<file path="src/rtl/uart_rx_param.sv">
// ---------------------------------------------------------------------------
// uart_rx_param
//
// Parametrised UART receiver. Samples an asynchronous serial line and
// assembles frames of DATA_BITS data bits (LSB first), an optional parity
// bit and one or two stop bits. Received words are handed to the consumer
// through a valid/ready handshake. Parity, framing and overrun errors are
// reported alongside the word.
//
// Parameters:
//    CLKS_PER_BIT  clk cycles per serial bit (>= 4)
//    DATA_BITS     data bits per frame, 1..32
//    PARITY_MODE   0 = none, 1 = even, 2 = odd
//    STOP_BITS     number of stop bits, 1 or 2
//
// Ports:
//    clk         system clock
//    rst         asynchronous reset, active-low
//    enable      receiver enable; low aborts any frame in progress
//    serial_in   asynchronous serial line, idle high
//    rx_data     received word, stable while rx_valid = 1
//    rx_valid    word available; held until accepted
//    rx_ready    consumer accepts the word when rx_valid & rx_ready
//    parity_err  parity mismatch for the word in rx_data
//    frame_err   a stop bit was sampled low for the word in rx_data
//    overrun     sticky; a frame completed while rx_valid was already 1
//    busy        receiver FSM is not idle
//
// Optional feature macro: RX_MAJORITY_VOTE_EN
//    When defined, every data, parity and stop bit is the 2-of-3 majority
//    of the synchronised line sampled at counter = CLKS_PER_BIT-3, -2 and
//    -1, with the decision taken at -1. When undefined, a single sample is
//    taken at CLKS_PER_BIT-1. Timing and latency are identical either way.
//    The start-bit check is always a single sample.
// ---------------------------------------------------------------------------
module uart_rx_param #(
   parameter int CLKS_PER_BIT = 10416,
   parameter int DATA_BITS    = 32,
   parameter int PARITY_MODE  = 0,
   parameter int STOP_BITS    = 1
) (
   input  logic                 clk,
   input  logic                 rst,
   input  logic                 enable,
   input  logic                 serial_in,
   output logic [DATA_BITS-1:0] rx_data,
   output logic                 rx_valid,
   input  logic                 rx_ready,
   output logic                 parity_err,
   output logic                 frame_err,
   output logic                 overrun,
   output logic                 busy
);

   // Widths of the bit-period counter and of the data bit index.
   localparam int CNT_W = $clog2(CLKS_PER_BIT);
   localparam int IDX_W = (DATA_BITS > 1) ? $clog2(DATA_BITS) : 1;

   // Counter values where decisions are taken. The start bit is checked at
   // its middle so that every later sample lands near the middle of its bit.
   localparam logic [CNT_W-1:0] CNT_LAST = CNT_W'(CLKS_PER_BIT - 1);
   localparam logic [CNT_W-1:0] CNT_HALF = CNT_W'(CLKS_PER_BIT / 2 - 1);
   localparam logic [IDX_W-1:0] IDX_LAST = IDX_W'(DATA_BITS - 1);
   localparam logic             STOP_LAST = 1'(STOP_BITS - 1);

   typedef enum logic [2:0] {
      S_IDLE,
      S_START,
      S_DATA,
      S_PARITY,
      S_STOP
   } state_t;

   state_t               state_q, state_d;
   logic                 sync1_q;
   logic                 sin_s_q;
   logic [CNT_W-1:0]     cnt_q, cnt_d;
   logic [IDX_W-1:0]     bit_idx_q, bit_idx_d;
   logic                 stop_idx_q, stop_idx_d;
   logic [DATA_BITS-1:0] shift_q, shift_d;
   logic                 par_err_q, par_err_d;
   logic                 fr_err_q, fr_err_d;

   logic [DATA_BITS-1:0] rx_data_q;
   logic                 rx_valid_q;
   logic                 parity_err_q;
   logic                 frame_err_q;
   logic                 overrun_q;

   logic                 sample_bit;
   logic                 frame_done;
   logic                 done_fr_err;
   logic                 accept;

   // Two-flop synchroniser for the asynchronous serial line. Both flops
   // reset to the idle-high level so that reset never looks like a start bit.
   always_ff @(posedge clk or negedge rst) begin
      if (!rst) begin
         sync1_q <= 1'b1;
         sin_s_q <= 1'b1;
      end else begin
         sync1_q <= serial_in;
         sin_s_q <= sync1_q;
      end
   end

`ifdef RX_MAJORITY_VOTE_EN
   localparam logic [CNT_W-1:0] CNT_M3 = CNT_W'(CLKS_PER_BIT - 3);
   localparam logic [CNT_W-1:0] CNT_M2 = CNT_W'(CLKS_PER_BIT - 2);

   logic [1:0] vote_q, vote_d;

   // Capture the two early votes of each bit. They are taken in every state;
   // only the bit-sampling states ever combine them into a decision.
   always_comb begin
      vote_d = vote_q;
      if (cnt_q == CNT_M3) begin
         vote_d[0] = sin_s_q;
      end
      if (cnt_q == CNT_M2) begin
         vote_d[1] = sin_s_q;
      end
   end

   // Hold the early votes until the decision point at CLKS_PER_BIT-1.
   always_ff @(posedge clk or negedge rst) begin
      if (!rst) begin
         vote_q <= 2'b11;
      end else begin
         vote_q <= vote_d;
      end
   end

   // 2-of-3 majority of the early votes and the current sample, so a single
   // cycle of line noise near the bit centre cannot flip the decision.
   always_comb begin
      sample_bit = (vote_q[0] & vote_q[1]) |
                   (vote_q[0] & sin_s_q)   |
                   (vote_q[1] & sin_s_q);
   end
`else
   // Without voting the bit value is simply the line at the decision point.
   always_comb begin
      sample_bit = sin_s_q;
   end
`endif

   // Receiver state and datapath registers.
   always_ff @(posedge clk or negedge rst) begin
      if (!rst) begin
         state_q    <= S_IDLE;
         cnt_q      <= '0;
         bit_idx_q  <= '0;
         stop_idx_q <= 1'b0;
         shift_q    <= '0;
         par_err_q  <= 1'b0;
         fr_err_q   <= 1'b0;
      end else begin
         state_q    <= state_d;
         cnt_q      <= cnt_d;
         bit_idx_q  <= bit_idx_d;
         stop_idx_q <= stop_idx_d;
         shift_q    <= shift_d;
         par_err_q  <= par_err_d;
         fr_err_q   <= fr_err_d;
      end
   end

   // Next-state logic. The counter free-runs inside a bit and is cleared at
   // each decision point. frame_done pulses on the final stop-bit sample,
   // which is also where the FSM drops back to idle, so a new start bit can
   // follow the stop bit immediately. Dropping enable overrides everything
   // and discards the partial frame.
   always_comb begin
      state_d     = state_q;
      cnt_d       = cnt_q + 1'b1;
      bit_idx_d   = bit_idx_q;
      stop_idx_d  = stop_idx_q;
      shift_d     = shift_q;
      par_err_d   = par_err_q;
      fr_err_d    = fr_err_q;
      frame_done  = 1'b0;
      done_fr_err = fr_err_q;

      case (state_q)
         S_IDLE: begin
            cnt_d      = '0;
            bit_idx_d  = '0;
            stop_idx_d = 1'b0;
            par_err_d  = 1'b0;
            fr_err_d   = 1'b0;
            if (enable && !sin_s_q) begin
               state_d = S_START;
            end
         end

         S_START: begin
            if (cnt_q == CNT_HALF) begin
               cnt_d = '0;
               if (sin_s_q) begin
                  state_d = S_IDLE;
               end else begin
                  state_d = S_DATA;
               end
            end
         end

         S_DATA: begin
            if (cnt_q == CNT_LAST) begin
               cnt_d = '0;
               shift_d[bit_idx_q] = sample_bit;
               if (bit_idx_q == IDX_LAST) begin
                  bit_idx_d = '0;
                  if (PARITY_MODE != 0) begin
                     state_d = S_PARITY;
                  end else begin
                     state_d = S_STOP;
                  end
               end else begin
                  bit_idx_d = bit_idx_q + 1'b1;
               end
            end
         end

         S_PARITY: begin
            if (cnt_q == CNT_LAST) begin
               cnt_d = '0;
               if (PARITY_MODE == 2) begin
                  par_err_d = ~(^shift_q ^ sample_bit);
               end else begin
                  par_err_d = ^shift_q ^ sample_bit;
               end
               state_d = S_STOP;
            end
         end

         S_STOP: begin
            if (cnt_q == CNT_LAST) begin
               cnt_d = '0;
               if (!sample_bit) begin
                  fr_err_d = 1'b1;
               end
               if (stop_idx_q == STOP_LAST) begin
                  frame_done  = 1'b1;
                  done_fr_err = fr_err_q | ~sample_bit;
                  state_d     = S_IDLE;
               end else begin
                  stop_idx_d = stop_idx_q + 1'b1;
               end
            end
         end

         default: begin
            state_d = S_IDLE;
         end
      endcase

      if (!enable) begin
         state_d    = S_IDLE;
         frame_done = 1'b0;
      end
   end

   assign accept = rx_valid_q & rx_ready;

   // Output word and handshake. A completed frame is loaded when the holding
   // register is empty or is being drained on this very edge; otherwise the
   // new frame is dropped and overrun is raised. Acceptance clears both
   // rx_valid and the sticky overrun flag.
   always_ff @(posedge clk or negedge rst) begin
      if (!rst) begin
         rx_data_q    <= '0;
         rx_valid_q   <= 1'b0;
         parity_err_q <= 1'b0;
         frame_err_q  <= 1'b0;
         overrun_q    <= 1'b0;
      end else begin
         if (frame_done) begin
            if (!rx_valid_q || accept) begin
               rx_data_q    <= shift_q;
               parity_err_q <= par_err_q;
               frame_err_q  <= done_fr_err;
               rx_valid_q   <= 1'b1;
               overrun_q    <= 1'b0;
            end else begin
               overrun_q <= 1'b1;
            end
         end else if (accept) begin
            rx_valid_q <= 1'b0;
            overrun_q  <= 1'b0;
         end
      end
   end

   assign rx_data    = rx_data_q;
   assign rx_valid   = rx_valid_q;
   assign parity_err = parity_err_q;
   assign frame_err  = frame_err_q;
   assign overrun    = overrun_q;
   assign busy       = (state_q != S_IDLE);

endmodule
</file>
<file path="config.mk">
export PLATFORM = sky130hd
export DESIGN_NAME = uart_rx_param
export DESIGN_NICKNAME = d
export VERILOG_FILES = /design/src/rtl/uart_rx_param.sv
export SDC_FILE = /design/constraint.sdc
export NUM_CORES = 1
export LEC_CHECK = 0
export ABC_AREA = 1
export CORE_MARGIN = 1.5
export CORE_UTILIZATION = 35
export CTS_BUF_LIST = sky130_fd_sc_hd__clkbuf_4
export DETAILED_ROUTE_END_ITERATION = 8
export GPL_TIMING_DRIVEN = 1
export PLACE_DENSITY = 0.5
export REMOVE_ABC_BUFFERS = 1
export SYNTH_ARGS = -nofsm -noshare
export SYNTH_HDL_FRONTEND = slang
export SYNTH_SLANG_ARGS = --single-unit
</file>
<file path="constraint.sdc">
create_clock -name clk -period 4.4 [get_ports clk]
set_input_delay 1.32 -clock clk [delete_from_list [all_inputs] [get_ports clk]]
set_output_delay 1.32 -clock clk [all_outputs]
set_load 0.02 [all_outputs]
</file>
==> results of run 1 <==
worst paths after layout:
kind	cells after the start	endpoint	slack [ps]
min reg2reg	0	sample_bit$_DFF_PN1_	370
max	5	busy	1060
min in group asynchronous	1	rx_data[10]$_DFFE_PN0P_	880
max in group asynchronous	2	sync1_q$_DFF_PN1_	2690
max reg2reg	8	bit_idx_q[3]$_DFFE_PN0P_	1950
min	0	sample_bit$_DFF_PN1_	370
final cells by class:
type	count	area, um^2	area share (%)
Inverter	82	308	5.29
Multi-Input combinational cell	489	2350	40.4
Timing Repair Buffer	44	430	7.39
Tap cell	180	225	3.87
Sequential cell	94	2350	40.4
Clock inverter	7	87.6	1.50
Clock buffer	9	67.6	1.16
per-stage QoR:
stage | util (%) | cells | hold WS (ps)
3_5_place_dp | 40.4 | 889 | 349
3_3_place_gp | 40.4 | 889 | 346
4_1_cts | 41.5 | 905 | 369
5_1_grt | 41.5 | 905 | 373
6_report | 41.5 | 905 | 367
2_1_floorplan | - | 665 | 345
cell usage in the layout (no fill, tap or decap), types with 2 or more instances in the layout:
cell type and n:
a21oi_1 8, buf_4 4, bufinv_16 2, clkbuf_4 9, clkdlybuf4s50_1 40, clkinv_1 7, dfrtp_1 92, dfstp_2 2
ha_1 6, inv_1 77, nand2_1 276, nand2_2 2, nand3_1 23, nand4_1 5, nor2_1 37, nor2_2 2
nor3_1 13, nor3_2 30, nor4_1 4, o21ai_0 42, o21ai_1 27, o21ai_2 3, xnor2_1 2
critical path, cell delays in order (launching register included):
cell and delay, ps:
dfrtp_1 440, nor2_1 160, inv_1 100, nor2_1 170, inv_1 140, clkdlybuf4s50_1 560
registers in the layout, indices dropped and copies added, names as in the netlist, 3 cells and up:
register and count:
shift_q 32, bit_idx_q 5, state_q 3, cnt_q 14, rx_data 32
per-layer routing:
layer	track usage, %	up-vias	share of wire (%)
met2	27.4	64	48
met1	19.8	1967	48
met4	3.74	0	0.99
met3	4.76	9	3.5
li1	-	2221	-
met5	0	-	0
where the power goes:
group          leakage [nW]  internal (mW)  total (mW)  switching [mW]
clock                0.0791          0.227       0.525           0.298
combinational          1.31         0.0736       0.281           0.207
sequential             1.30          0.886       0.910          0.0248
kinds of logic (layout without fill, tap and decap cells):
kind of cell             count (synthesis)  after routing  synth area share, %
buffers and inverters                   96            142                 8.10
flip-flops                              94             94                 46.1
AND/OR/NAND/NOR                        398            398                 35.5
AO/OA/AOI/OAI                           82             82                 8.33
XOR/XNOR                                 3              3                0.514
adder cells (fa/ha/maj)                  6              6                 1.47
==> results.sh, run 1 <==
export IMPL_cp_data_required_time_ps=3080
export IMPL_dp_hpwl_um=7860
export IMPL_clock_latency_ps=470
export IMPL_place_ws_ps=1170
export IMPL_initial_core_util_pct=36.4
export IMPL_drtPass1Iterations=4
export IMPL_status="completed"
export IMPL_yosysTopAreaCellShare_pct=45.1
export IMPL_vias=4261
export IMPL_power_total_mw=1.72
export IMPL_core_area_um2=14000
export IMPL_worst_setup_path_end_kind="primary output"
export IMPL_syn_avg_cell_area_um2=7.53
export IMPL_worstSetupStartpointType="register"
export IMPL_ys_warn_count=0
export IMPL_drv_slew=0
export IMPL_hold_viol=0
export IMPL_die_area_um2=15300
export IMPL_numPortBuffers=41
export IMPL_drive_gt1_share_pct=8.55
export IMPL_synth_flop_cell="dfrtp_1"
export IMPL_via_per_inst=4.71
export IMPL_n_antenna_cell=0
export IMPL_synth_edf_count=0
export IMPL_wl_per_cell_um=12.3
export IMPL_arrival_ps=2020
export IMPL_setup_tns_ps=0
export IMPL_drc=0
export IMPL_ant_nets=0
export IMPL_synth_area_top_cells="dfrtp_1, nand2_1, nor3_2, inv_1, o21ai_0"
export IMPL_finalWorstSetupSlack_ps=1060
export IMPL_final_setup_viol_count=0
export IMPL_cts_root_buf="clkbuf_4"
export IMPL_die_h_um=124
export IMPL_grt_use_total_pct=16.0
export IMPL_synth_top_cell_by_area="dfrtp_1"
export IMPL_postCtsSetupBuffers=0
export IMPL_fin_crit_sh_pct=76.0
export IMPL_nets=731
export IMPL_fmax_mhz=299
export IMPL_power_density_nw_per_um2=295
export IMPL_stdcell_area_um2=5820
export IMPL_netlist_area_um2=5110
export IMPL_yosysSeqAreaShare_pct=46.1
export IMPL_synthTopCellsByCount="nand2_1, dfrtp_1, inv_1, o21ai_0, nor2_1"
export IMPL_first_global_vias=4120
export IMPL_synth_most_common_cell="nand2_1"
export IMPL_drtIter0Drc=201
export IMPL_slew_limit_headroom_pct=36.6
export IMPL_cts_made_buffers=9
export IMPL_core_rowCount=43
export IMPL_dieWidth_um=124
export IMPL_grt_max_degree=53
export IMPL_min_period_ps=3340
export IMPL_hold_class="reg -> reg"
export IMPL_ctsHoldBuffers=0
export IMPL_rsz0062_at_grt="no"
export IMPL_irDropWorstVdd_mv=0.207
export IMPL_crit_start="state_q[1]$_DFFE_PN0P_"
export IMPL_gp_congestion=0.792
export IMPL_htree_levels=3
export IMPL_area_growth_pct=14.0
export IMPL_clock_path_buffers=2
export IMPL_worstMarginPinSlew_ps=948
export IMPL_post_cts_resized=0
export IMPL_cts_tree="built"
export IMPL_p_leak_nw=2.69
export IMPL_cts_sinks=94
export IMPL_path_max_fanout=4
export IMPL_r2r_start="cnt_q[0]$_DFF_PN0_"
export IMPL_num_io_pins=42
export IMPL_yosysUniqueCellTypes=32
export IMPL_totalWireLength_um=11100
export IMPL_clk_pin_slew_ps=140
export IMPL_grt_pass1_wl_um=19000
export IMPL_placed_area_um2=5670
export IMPL_antenna_found_initial=0
export IMPL_synth_seq_cells=94
export IMPL_async_reset_ff_share_pct=100
export IMPL_clock_skew_ps=14.2
export IMPL_critPathKind="reg -> out"
export IMPL_cap_violations=0
export IMPL_synthCells=679
export IMPL_nFillCells=1452
export IMPL_grt_overflow_total=0
export IMPL_hold_start="sync1_q$_DFF_PN1_"
Power figures use the tool's default switching activity.
==> run 2: changes to the inputs <==
PLACE_DENSITY = 0.52   (was 0.5)
clock period = 2.7 ns   (was 4.4 ns; I/O delays follow)
==> run 2 against run 1 <==
Net effect: critical path depth stayed put; clock power grew 100%; worst setup slack got worse by 880 ps; clock skew is 4.0 ps higher; first-iteration DRC count up 15%; sequential power is 63% higher; sequential share of layout area is 0.70 points lower; power increased by 74%; hold slack worse by 71 ps; utilization grew 0.73 points; register-to-register slack worse by 1200 ps; largest power group unchanged; highest routed layer unchanged; non-clock buffer count increased by 3.
==> results.sh, run 2 (same netlist as run 1, synthesis figures left out) <==
export IMPL_clock_skew_ps=18.1
export IMPL_ant_nets=0
export IMPL_rsz0062_at_grt="no"
export IMPL_min_period_ps=2530
export IMPL_r2r_start="cnt_q[0]$_DFF_PN0_"
export IMPL_clock_latency_ps=460
export IMPL_first_global_vias=4082
export IMPL_final_setup_viol_count=0
export IMPL_gp_congestion=0.846
export IMPL_via_per_inst=4.68
export IMPL_nFillCells=1435
export IMPL_worstSetupStartpointType="register"
export IMPL_drive_gt1_share_pct=9.48
export IMPL_clk_pin_slew_ps=150
export IMPL_p_clk_share_pct=35.2
export IMPL_p_sw_uw=860
export IMPL_fmax_mhz=395
export IMPL_p_int_mw=2.13
export IMPL_hold_class="in -> async"
export IMPL_cp_data_required_time_ps=1890
export IMPL_area_growth_pct=16.0
export IMPL_worstMarginPinSlew_ps=522
export IMPL_power_total_mw=2.99
export IMPL_p_sw_share_pct=28.7
export IMPL_wl_met3_um=375
export IMPL_wl_per_cell_um=12.3
export IMPL_drtPass1Iterations=5
export IMPL_critPathKind="reg -> out"
export IMPL_nets=734
export IMPL_setup_tns_ps=0
export IMPL_dp_hpwl_um=8020
export IMPL_seqCellArea_um2=2350
export IMPL_wl_met1_um=5380
export IMPL_status="completed"
export IMPL_fin_crit_sh_pct=93.7
export IMPL_n_antenna_cell=0
export IMPL_multi_input_area_um2=2350
export IMPL_grt_max_degree=54
export IMPL_num_io_pins=42
export IMPL_finalWorstSetupSlack_ps=171
export IMPL_r2r_end="rx_data[26]$_DFFE_PN0P_"
export IMPL_maxUsedRoutingLayer="met4"
export IMPL_core_area_um2=14000
export IMPL_place_ws_ps=355
export IMPL_met2_length_um=5360
export IMPL_arrival_ps=1720
export IMPL_numPortBuffers=41
export IMPL_p_comb_share_pct=15.5
export IMPL_totalWireLength_um=11200
export IMPL_irDropWorstVdd_mv=0.427
export IMPL_cts_made_buffers=9
export IMPL_power_share_sequential_pct=49.3
export IMPL_postCtsSetupBuffers=0
export IMPL_reg2reg_slack_ps=740
export IMPL_cts_sinks=94
export IMPL_dieWidth_um=124
export IMPL_worst_setup_path_end_kind="primary output"
export IMPL_drv_slew=0
export IMPL_die_area_um2=15300
export IMPL_p_leak_nw=2.75
export IMPL_power_density_nw_per_um2=505
export IMPL_cap_violations=0
export IMPL_final_cell_mix="nand2_1, dfrtp_1, inv_1, o21ai_0, clkdlybuf4s50_1"
export IMPL_final_common_cell="nand2_1"
export IMPL_htree_levels=3
export IMPL_vias=4253
export IMPL_crit_end="busy"
export IMPL_antenna_found_initial=0
export IMPL_grt_pass1_wl_um=19300
export IMPL_drtIter0Drc=232
export IMPL_grt_use_total_pct=16.3
export IMPL_rr_worst_depth=7
export IMPL_slew_limit_headroom_pct=65.2
export IMPL_cts_tree="built"
export IMPL_clock_path_buffers=2
export IMPL_hold_viol=0
export IMPL_die_h_um=124
export IMPL_ctsHoldBuffers=0
export IMPL_drc=0
export IMPL_core_rowCount=43
export IMPL_crit_start="state_q[1]$_DFFE_PN0P_"
export IMPL_path_max_fanout=4
export IMPL_initial_core_util_pct=36.4
export IMPL_cts_root_buf="clkbuf_4"
export IMPL_grt_overflow_total=0
run 2: cell count changes in the layout (fill, tap and decap cells not counted), sizes merged:
cell           delta
buf               +3
bufinv            +2
clkbuf            +1
clkdlybuf4s50     -1
clkinv            -1
clkinvlp          -1
dlygate4sd2       +1
inv               -1
run 2: how the worst min path moves through the flow:
stage,from,to,slack (ps)
floorplan,sync1_q$_DFF_PN1_,sample_bit$_DFF_PN1_,350
global placement,sync1_q$_DFF_PN1_,sample_bit$_DFF_PN1_,350
detailed placement,sync1_q$_DFF_PN1_,sample_bit$_DFF_PN1_,350
CTS,rst,rx_data[12]$_DFFE_PN0P_,270
global route,rst,rx_data[12]$_DFFE_PN0P_,300
finish,rst,rx_data[12]$_DFFE_PN0P_,300
run 2: area by class of cell:
type | count | area share, %
flip-flops and latches | 94 | 39.7
multi-input cells | 489 | 39.7
repair buffers | 47 | 8.04
inverters | 82 | 5.19
well taps | 180 | 3.80
clock inverters | 6 | 2.26
clock buffers | 10 | 1.27
run 2: power groups by stage:
stage               sequential [mW]  combinational (mW)  clock [mW]
floorplan                      1.50               0.315           0
global placement               1.50               0.468           0
detailed placement             1.50               0.474           0
CTS                            1.48               0.469        1.10
global route                   1.48               0.542        1.15
finish                         1.48               0.464        1.05
run 2: worst max-delay path: stages (launching register included):
cell           delay (ps)
dfrtp_1               430
nor2_1                150
inv_1                 100
nor2_2                140
inv_1                 110
dlygate4sd2_1         330
run 2: what timing repair did:
| action | in CTS | in global routing |
|---|---|---|
| setup endpoints to repair | 1 | 1 |
| gates cloned | 0 | 0 |
| gates resized for setup | 1 | 1 |
run 2: layer usage:
metal	vias up	track usage, %
met5	-	0
met4	0	4.67
met3	4	3.75
met2	68	26.6
met1	1952	21.5
li1	2229	-
run 2: stage by stage:
step           cell area, um^2  std cells  utilization, %  hold slack, ps
2_1_floorplan             5000        665               -             345
3_3_place_gp              5720        892            40.7             348
3_5_place_dp              5720        892            40.7             348
4_1_cts                   5920        908            42.2             275
5_1_grt                   5930        908            42.2             296
6_report                  5930        908            42.2             296
